<file path="src/rtl/fetch_arb_if.sv">
// fetch_arb_if: handshake bundle between NUM_REQ cache controllers, the
// fetch arbiter and the shared line-fetch/writeback engine.
//   req_*  : per-requester fetch_req/cmd/tag/addr in, fetch_gnt/done out
//   eng_*  : single request/cmd/tag/addr toward the engine, gnt/done back
// slave  = arbiter view, master = requesters + engine (testbench) view.
interface fetch_arb_if #(
  parameter int NUM_REQ = 2,
  parameter int TW      = 2,
  parameter int AW      = 32
);
  logic [NUM_REQ-1:0]    req_fetch;
  logic [2*NUM_REQ-1:0]  req_cmd;
  logic [TW*NUM_REQ-1:0] req_tag;
  logic [AW*NUM_REQ-1:0] req_addr;
  logic [NUM_REQ-1:0]    req_gnt;
  logic [NUM_REQ-1:0]    req_done;
  logic                  eng_req;
  logic [1:0]            eng_cmd;
  logic [TW-1:0]         eng_tag;
  logic [AW-1:0]         eng_addr;
  logic                  eng_gnt;
  logic                  eng_done;

  modport slave (
    input  req_fetch, req_cmd, req_tag, req_addr, eng_gnt, eng_done,
    output req_gnt, req_done, eng_req, eng_cmd, eng_tag, eng_addr
  );

  modport master (
    output req_fetch, req_cmd, req_tag, req_addr, eng_gnt, eng_done,
    input  req_gnt, req_done, eng_req, eng_cmd, eng_tag, eng_addr
  );
endinterface

</file>
<file path="src/rtl/fetch_arb.sv">
// fetch_arb: round-robin owner of the single line-fetch engine.
// Ports:
//   clk, rst     clock, synchronous active-high reset
//   bus          fetch_arb_if.slave (requester and engine handshakes)
//   busy         arbiter not idle
//   err_timeout  sticky watchdog flag, engine did not finish in time
// Flow: IDLE picks a winner scanning from rr_ptr, ISSUE holds eng_req with
// the latched cmd/tag/addr until eng_gnt, WAIT_DONE waits for eng_done and
// then advances rr_ptr past the owner. One fetch outstanding at a time.

// Per-requester decode of the combinational gnt/done strobes.
module fetch_arb_lane #(
  parameter int OW  = 1,
  parameter int IDX = 0
) (
  input  logic [OW-1:0] owner,
  input  logic          in_issue,
  input  logic          in_wait,
  input  logic          eng_gnt,
  input  logic          eng_done,
  output logic          gnt,
  output logic          done
);
  logic hit;
  assign hit  = (owner == OW'(IDX));
  assign gnt  = hit & in_issue & eng_gnt;
  assign done = hit & in_wait & eng_done;
endmodule

module fetch_arb #(
  parameter int addr_width  = 32,
  parameter int list_depth  = 4,
  parameter int NUM_REQ     = 2,
  parameter int TIMEOUT_CYC = 1024,
  localparam int TW  = $clog2(list_depth),
  localparam int OW  = $clog2(NUM_REQ),
  localparam int WDW = $clog2(TIMEOUT_CYC + 1)
) (
  input  logic         clk,
  input  logic         rst,
  fetch_arb_if.slave   bus,
  output logic         busy,
  output logic         err_timeout
);
  typedef enum logic [1:0] {IDLE, ISSUE, WAIT_DONE} state_e;

  state_e                state_q, state_d;
  logic [OW-1:0]         rr_q, rr_d;
  logic [OW-1:0]         owner_q, owner_d;
  logic [1:0]            cmd_q, cmd_d;
  logic [TW-1:0]         tag_q, tag_d;
  logic [addr_width-1:0] addr_q, addr_d;
  logic [WDW-1:0]        wd_q, wd_d;
  logic                  err_q, err_d;

  // Round-robin search: first requester at or after rr_ptr, wrapping.
  logic          found;
  logic [OW-1:0] win;
  logic [OW:0]   sum;
  logic [OW-1:0] idx;

  always_comb begin
    found = 1'b0;
    win   = rr_q;
    sum   = '0;
    idx   = '0;
    for (int k = 0; k < NUM_REQ; k++) begin
      sum = {1'b0, rr_q} + (OW+1)'(k);
      if (sum >= (OW+1)'(NUM_REQ)) sum = sum - (OW+1)'(NUM_REQ);
      idx = sum[OW-1:0];
      if (!found && bus.req_fetch[idx]) begin
        found = 1'b1;
        win   = idx;
      end
    end
  end

  always_comb begin
    state_d = state_q;
    rr_d    = rr_q;
    owner_d = owner_q;
    cmd_d   = cmd_q;
    tag_d   = tag_q;
    addr_d  = addr_q;
    wd_d    = wd_q;
    err_d   = err_q;
    case (state_q)
      IDLE: begin
        if (found) begin
          state_d = ISSUE;
          owner_d = win;
          cmd_d   = bus.req_cmd[2*win +: 2];
          tag_d   = bus.req_tag[TW*win +: TW];
          addr_d  = bus.req_addr[addr_width*win +: addr_width];
        end
      end
      // Request stays committed even if the owner drops req_fetch here.
      ISSUE: begin
        if (bus.eng_gnt) begin
          state_d = WAIT_DONE;
          wd_d    = '0;
        end
      end
      WAIT_DONE: begin
        if (bus.eng_done) begin
          state_d = IDLE;
          rr_d    = (owner_q == OW'(NUM_REQ-1)) ? '0 : owner_q + OW'(1);
        end else begin
          // Flag on the TIMEOUT_CYC-th waiting cycle, keep waiting.
          if (wd_q == WDW'(TIMEOUT_CYC-1)) err_d = 1'b1;
          if (wd_q != WDW'(TIMEOUT_CYC))   wd_d  = wd_q + WDW'(1);
        end
      end
      default: state_d = IDLE;
    endcase
  end

  always_ff @(posedge clk) begin
    if (rst) begin
      state_q <= IDLE;
      rr_q    <= '0;
      owner_q <= '0;
      cmd_q   <= '0;
      tag_q   <= '0;
      addr_q  <= '0;
      wd_q    <= '0;
      err_q   <= 1'b0;
    end else begin
      state_q <= state_d;
      rr_q    <= rr_d;
      owner_q <= owner_d;
      cmd_q   <= cmd_d;
      tag_q   <= tag_d;
      addr_q  <= addr_d;
      wd_q    <= wd_d;
      err_q   <= err_d;
    end
  end

  logic [NUM_REQ-1:0] gnt_v, done_v;

  for (genvar i = 0; i < NUM_REQ; i++) begin : g_lane
    fetch_arb_lane #(.OW(OW), .IDX(i)) u_lane (
      .owner    (owner_q),
      .in_issue (state_q == ISSUE),
      .in_wait  (state_q == WAIT_DONE),
      .eng_gnt  (bus.eng_gnt),
      .eng_done (bus.eng_done),
      .gnt      (gnt_v[i]),
      .done     (done_v[i])
    );
  end

  assign bus.req_gnt  = gnt_v;
  assign bus.req_done = done_v;
  assign bus.eng_req  = (state_q == ISSUE);
  assign bus.eng_cmd  = cmd_q;
  assign bus.eng_tag  = tag_q;
  assign bus.eng_addr = addr_q;
  assign busy         = (state_q != IDLE);
  assign err_timeout  = err_q;
endmodule
</file>
<file path="src/flat_wrapper.sv">
// flat-port wrapper written by rule: the top's interface ports become plain ports
module fetch_arb_flat 
#(
  parameter int addr_width  = 32,
  parameter int list_depth  = 4,
  parameter int NUM_REQ     = 2,
  parameter int TIMEOUT_CYC = 1024,
  localparam int TW  = $clog2(list_depth),
  localparam int OW  = $clog2(NUM_REQ),
  localparam int WDW = $clog2(TIMEOUT_CYC + 1)
)
  (clk, rst, busy, err_timeout, bus_req_fetch, bus_req_cmd, bus_req_tag, bus_req_addr, bus_eng_gnt, bus_eng_done, bus_req_gnt, bus_req_done, bus_eng_req, bus_eng_cmd, bus_eng_tag, bus_eng_addr);
  fetch_arb_if #(.NUM_REQ(NUM_REQ)) bus_i ();
  input  logic clk;
  input  logic rst;
  output logic busy;
  output logic err_timeout;
  input wire logic [$bits(bus_i.req_fetch)-1:0] bus_req_fetch;
  input wire logic [$bits(bus_i.req_cmd)-1:0] bus_req_cmd;
  input wire logic [$bits(bus_i.req_tag)-1:0] bus_req_tag;
  input wire logic [$bits(bus_i.req_addr)-1:0] bus_req_addr;
  input wire logic [$bits(bus_i.eng_gnt)-1:0] bus_eng_gnt;
  input wire logic [$bits(bus_i.eng_done)-1:0] bus_eng_done;
  output wire logic [$bits(bus_i.req_gnt)-1:0] bus_req_gnt;
  output wire logic [$bits(bus_i.req_done)-1:0] bus_req_done;
  output wire logic [$bits(bus_i.eng_req)-1:0] bus_eng_req;
  output wire logic [$bits(bus_i.eng_cmd)-1:0] bus_eng_cmd;
  output wire logic [$bits(bus_i.eng_tag)-1:0] bus_eng_tag;
  output wire logic [$bits(bus_i.eng_addr)-1:0] bus_eng_addr;
  assign bus_i.req_fetch = bus_req_fetch;
  assign bus_i.req_cmd = bus_req_cmd;
  assign bus_i.req_tag = bus_req_tag;
  assign bus_i.req_addr = bus_req_addr;
  assign bus_i.eng_gnt = bus_eng_gnt;
  assign bus_i.eng_done = bus_eng_done;
  assign bus_req_gnt = bus_i.req_gnt;
  assign bus_req_done = bus_i.req_done;
  assign bus_eng_req = bus_i.eng_req;
  assign bus_eng_cmd = bus_i.eng_cmd;
  assign bus_eng_tag = bus_i.eng_tag;
  assign bus_eng_addr = bus_i.eng_addr;
  fetch_arb #(.addr_width(addr_width), .list_depth(list_depth), .NUM_REQ(NUM_REQ), .TIMEOUT_CYC(TIMEOUT_CYC)) u_core (.clk(clk), .rst(rst), .bus(bus_i), .busy(busy), .err_timeout(err_timeout));
endmodule
</file>
<file path="config.mk">
export PLATFORM = sky130hd
export DESIGN_NAME = fetch_arb_flat
export DESIGN_NICKNAME = d
export VERILOG_FILES = /design/src/rtl/fetch_arb_if.sv /design/src/rtl/fetch_arb.sv /design/src/flat_wrapper.sv
export SDC_FILE = /design/constraint.sdc
export NUM_CORES = 1
export LEC_CHECK = 0
export BUFFER_PORTS_ARGS = -buffer_cell sky130_fd_sc_hd__buf_2
export CAP_MARGIN = 20
export CORE_MARGIN = 2
export CORE_UTILIZATION = 25
export CTS_BUF_LIST = sky130_fd_sc_hd__clkbuf_4
export CTS_CLUSTER_SIZE = 28
export DETAILED_ROUTE_END_ITERATION = 7
export GPL_ROUTABILITY_DRIVEN = 1
export MAX_ROUTING_LAYER = met4
export PLACE_DENSITY = 0.51
export SYNTH_ARGS = -nofsm -noshare
export SYNTH_HDL_FRONTEND = slang
export SYNTH_HIERARCHICAL = 1
export SYNTH_SLANG_ARGS = --single-unit
</file>
<file path="constraint.sdc">
create_clock -name clk -period 3.32 [get_ports clk]
set_input_delay 0.664 -clock clk [delete_from_list [all_inputs] [get_ports clk]]
set_output_delay 0.664 -clock clk [all_outputs]
set_load 0.02 [all_outputs]
</file>
After elaboration in Yosys (flattened, before gate mapping)
Index checks and enable logic that the tools add are counted.
Widths: inputs -> output; s select.
Storage, ports and cells
  output and inout port bits: 43
  flip-flop bits (word level): 52
  input bits: 78
  logic and storage cells: 68
Operators by class
  add/sub/neg operators: 5
  shift operators: 3
  mux-type cells: 19
  equal/unequal tests: 9
  bitwise operators: 10
  $lt $le $gt $ge: 4
  reductions and logical operators: 10
Operators with widths (number)
  $shiftx 64x7->32: 1
  $mux 11: 3
  $pmux 11 s2: 1
  $add 11x1->11 const B: 1
  $eq 11x10->1 const B: 1
  $mux 1: 11
  $ne 11x11->1 const B: 1
  $and 1x1->1: 8
  $shiftx 4x3->2: 2
  $mux 2: 3
  $ne 2x2->1 const B: 3
  $pmux 2 s3: 1
  $reduce_and 3->1: 2
  $lt 1x2->1 const B: 2
  $ne 2x1->1 const B: 2
  $reduce_and 2->1: 2
  $reduce_and 4->1: 1
  $reduce_bool 2->1: 2
  $add 1x1->2 const B: 1
  $eq 2x1->1 const B: 1
  $eq 2x2->1 const B: 1
  $ge 1x2->1 const B: 1
  $ge 2x2->1 const B: 1
  $logic_not 2->1: 1
  other kinds (5): 7

Longest topological paths before layout
  depth in word-level cells: 10
  depth in mapped cells: 6
  depth with buffers taken out: 5

Modules after synthesis
The synthesis kept the hierarchy.
Modules (own cells, without submodules)
  fetch_arb: area an instance 2398.6 um2, sequential area each 1041.0 um2, times used 1, cells each 265
  fetch_arb_lane at u_core.g_lane[0].u_lane: area an instance 17.5 um2, sequential area each 0.0 um2, times used 1, cells each 2
  fetch_arb_lane at u_core.g_lane[1].u_lane: area an instance 12.5 um2, sequential area each 0.0 um2, times used 1, cells each 2

Least setup slack after synthesis
Ideal clock, no wire load.
  path kind: input -> register
  start: input port bus_eng_done
  end: register u_core.wd_q[9]
  data required time: 3.251 ns
  path buffers: 1
  stages on the path: 5
  setup slack: 1.337 ns
  library setup time: 0.069 ns
  arrival: 1.914 ns
  cell sequence: or3b_1 buf_2 a41o_4 or4_1 o21ai_1
On the way
  word-level cells in the longest chain between the ends: 2
Ends and longest elaborated chain
  from (decl): line flat_wrapper.sv:23  | input wire logic [$bits(bus_i.eng_done)-1:0] bus_eng_done;
  $ne 2x2->1 (no line)
  $reduce_and 4->1 (no line)
  to (signal assigned): line fetch_arb.sv:135  | wd_q <= wd_d;
  to (decl): line fetch_arb.sv:53  | logic [WDW-1:0] wd_q, wd_d;
No other way between the ends.
A chain may end at the register's enable or synchronous reset.

Worst setup path after layout
  start: input port bus_eng_done
  end: register u_core.wd_q[7]
The elaborated chain is that of the path after synthesis.

==> metrics <==
Routed wire per std cell 12.61 µm; metal3 WL 395 µm; Peak VDD IR 138.7 µV; P&R area growth vs syn 32.61%; remaining antenna violation count 0; detailed-route via count 2307; Highest Signal Layer met4; Max transition margin 0.4915; FF+latch count, synth 52; Total Wirelength 6421 µm; diode count 0; crit path launch type primary input; CTS tree done; worst-skew pair later-pin latency 0.36 ns; port bufs 120; overall track demand over capacity in global routing 0.1215; WL met2 2850 µm; CP Class in2reg; syn_nets 349; Pleak 0.001443 µW; die width 102.6 µm; Slew Limit Fails 0; Resized cells post-CTS 0; Worst Skew 0.01055 ns; Fmax 0.4917 GHz; RePlAce Congestion 0.8390; Fin Setup TNS 0 ns; type of the most critical hold path reg2reg; crit path DAT 2.30 ns; grt ovf 0; Final Setup Violations 0; Final Hold Viols 0; placement row count 35; Pwr Density 426.5 mW/mm²; sequential fraction of the synthesis area 0.4286; first-pass GRT wire length 9894 µm; DP Worst Slack 0.8582 ns; Die Span Y 102.6 µm; initial antenna violation count 0; CTS Root Cell clkbuf_4; CTS Hold Bufs 0; Core Area 0.009328 mm²; cell area after synthesis 0.002429 mm²; Yosys warning total 6; WP data required 3.58 ns; share of cells above drive strength 1 0.3553; vias in the first global route 2138; period utilization 0.6126; CTS Buf Count 5; CP endpoint kind register; post-route DRC violation count 0; CP Max Fanout 6; I/O Pins 121; Setup WS post-layout 1.286 ns; synthesized area per cell 9.028 µm²; wl on met1 3104 µm; clk sinks 52; Slew @ Worst Pin 0.7628 ns; Nets 459; Synth cell types 36; status finished clean; Tmin final 2.034 ns; Via-to-Cell Ratio 4.532; clk slew on worst S/H paths 0.14 ns; max-cap check violation count 0; drt first-iter violations 43; Die ar. 0.01052 mm²; largest net degree at the start of global routing 56; post-CTS setup buffers 0; H-tree Lvls 2; TritonRoute pass-1 iters 4; Starting Density 0.2604; RSZ-0062 raised after global routing no; Synth Instances 269; hpwl dp 4547 µm; CTS Buffer Depth 2
-- per-layer routing --
layer,global-route usage,vias to the layer above
met1,0.1622,1017
met3,0.02373,4
met5,-,-
li1,-,1202
met4,0.04103,0
met2,0.1845,84
-- power by group --
group,total [µW],internal (µW),switching [µW]
registers,709,681,28.7
logic,372,151,221
clock network,292,98.5,194
-- cell families (layout without fill, tap and decap cells) --
family / after synthesis / count (layout) / synth area share
multiplexers: 38 / 38 / 0.1566
AO/OA/AOI/OAI: 61 / 61 / 0.1839
buffers and inverters: 27 / 138 / 0.04636
adder cells (fa/ha/maj): 3 / 3 / 0.01442
flip-flops: 52 / 52 / 0.4286
AND/OR/NAND/NOR: 88 / 88 / 0.1700
-- placed cells by master (no fill, tap or decap), types with 4 or more instances in the layout --
cell type,Yosys,layout
a21oi_1,7,7
o21ai_0,4,4
nor2_1,47,46
mux2i_1,38,38
buf_2,9,120
dfxtp_1,52,52
nand2_1,12,12
inv_1,6,6
a211oi_1,36,36
a311oi_1,5,5
clkbuf_4,0,7
nand3_1,6,6
-- layout make-up --
type / count / area (µm²)
repair buffers: 124 / 655.6
clock buffers: 7 / 52.55
inverters: 6 / 22.52
well taps: 129 / 161.4
flip-flops and latches: 52 / 1041
clock inverters: 1 / 3.754
fillers: 994 / 6107
multi-input cells: 190 / 1284
-- path summary, 6_finish.rpt --
check                             startpoint                               to  cells past startpoint  slack [ns]
max reg2reg   u_core/state_q[1]$_SDFFE_PP0P_      u_core/wd_q[7]$_SDFFE_PP0P_                      4        1.30
max                             bus_eng_done      u_core/wd_q[7]$_SDFFE_PP0P_                      5        1.29
min reg2reg  u_core/err_timeout$_SDFFE_PP0P_  u_core/err_timeout$_SDFFE_PP0P_                      2        0.49
min          u_core/err_timeout$_SDFFE_PP0P_  u_core/err_timeout$_SDFFE_PP0P_                      2        0.49
-- registers in the layout, summed over array words and instances (netlist names) --
| name | count |
|---|---|
| u_core/rr_q | 1 |
| u_core/bus.eng_addr | 32 |
| u_core/bus.eng_cmd | 2 |
| u_core/wd_q | 11 |
| u_core/state_q | 2 |
| u_core/owner_q | 1 |
| u_core/bus.eng_tag | 2 |
| u_core/err_timeout | 1 |
-- synthesized netlist by cell type --
| cell | instances | share of area |
|---|---|---|
| nand2b_1 | 3 | 0.0077 |
| nor2b_1 | 1 | 0.0026 |
| or3b_1 | 1 | 0.0036 |
| mux2i_1 | 38 | 0.16 |
| nor2_1 | 47 | 0.073 |
| nor4_1 | 2 | 0.0052 |
| clkbuf_1 | 11 | 0.017 |
| a311oi_1 | 5 | 0.018 |
| and3b_1 | 2 | 0.0072 |
| nand4_1 | 2 | 0.0052 |
| and4_1 | 1 | 0.0036 |
| a31oi_1 | 3 | 0.0077 |
| dfxtp_1 | 52 | 0.43 |
| a22oi_1 | 2 | 0.0062 |
| nand4b_1 | 1 | 0.0036 |
| maj3_1 | 1 | 0.0041 |
| a41oi_1 | 1 | 0.0036 |
| o21ai_0 | 4 | 0.0082 |
| and3_1 | 3 | 0.0077 |
| buf_2 | 9 | 0.019 |
| or4_1 | 2 | 0.0062 |
| a2bb2oi_1 | 1 | 0.0036 |
| or2_2 | 1 | 0.0026 |
| nor3_1 | 1 | 0.0021 |
| a41o_4 | 1 | 0.0088 |
| nand3b_1 | 1 | 0.0031 |
| a211oi_1 | 36 | 0.11 |
| a21oi_1 | 7 | 0.014 |
| nand2_1 | 12 | 0.019 |
| ha_1 | 2 | 0.010 |
| nor3b_1 | 1 | 0.0031 |
| nand3_1 | 6 | 0.012 |
| and2b_1 | 1 | 0.0031 |
| inv_1 | 6 | 0.0093 |
| o21ai_1 | 1 | 0.0021 |
| buf_1 | 1 | 0.0015 |
-- through the flow --
step	hold WS, ns	total power, µW	std cells	area [µm²]	util
2_1_floorplan	0.4630	956.9	269	2429	-
6_report	0.4857	1373	509	3221	0.3453
4_1_cts	0.4945	1403	508	3201	0.3431
3_3_place_gp	0.4638	1095	500	3144	0.3371
3_5_place_dp	0.4588	1099	500	3144	0.3371
5_1_grt	0.5273	1465	509	3221	0.3453
-- worst max-delay path: stages --
cell and delay (ns):
buf_2 0.12, or3b_1 0.45, a41oi_1 0.56, a31oi_1 0.21, a311oi_1 0.29
Note: power is estimated with default switching activity, not from simulation.
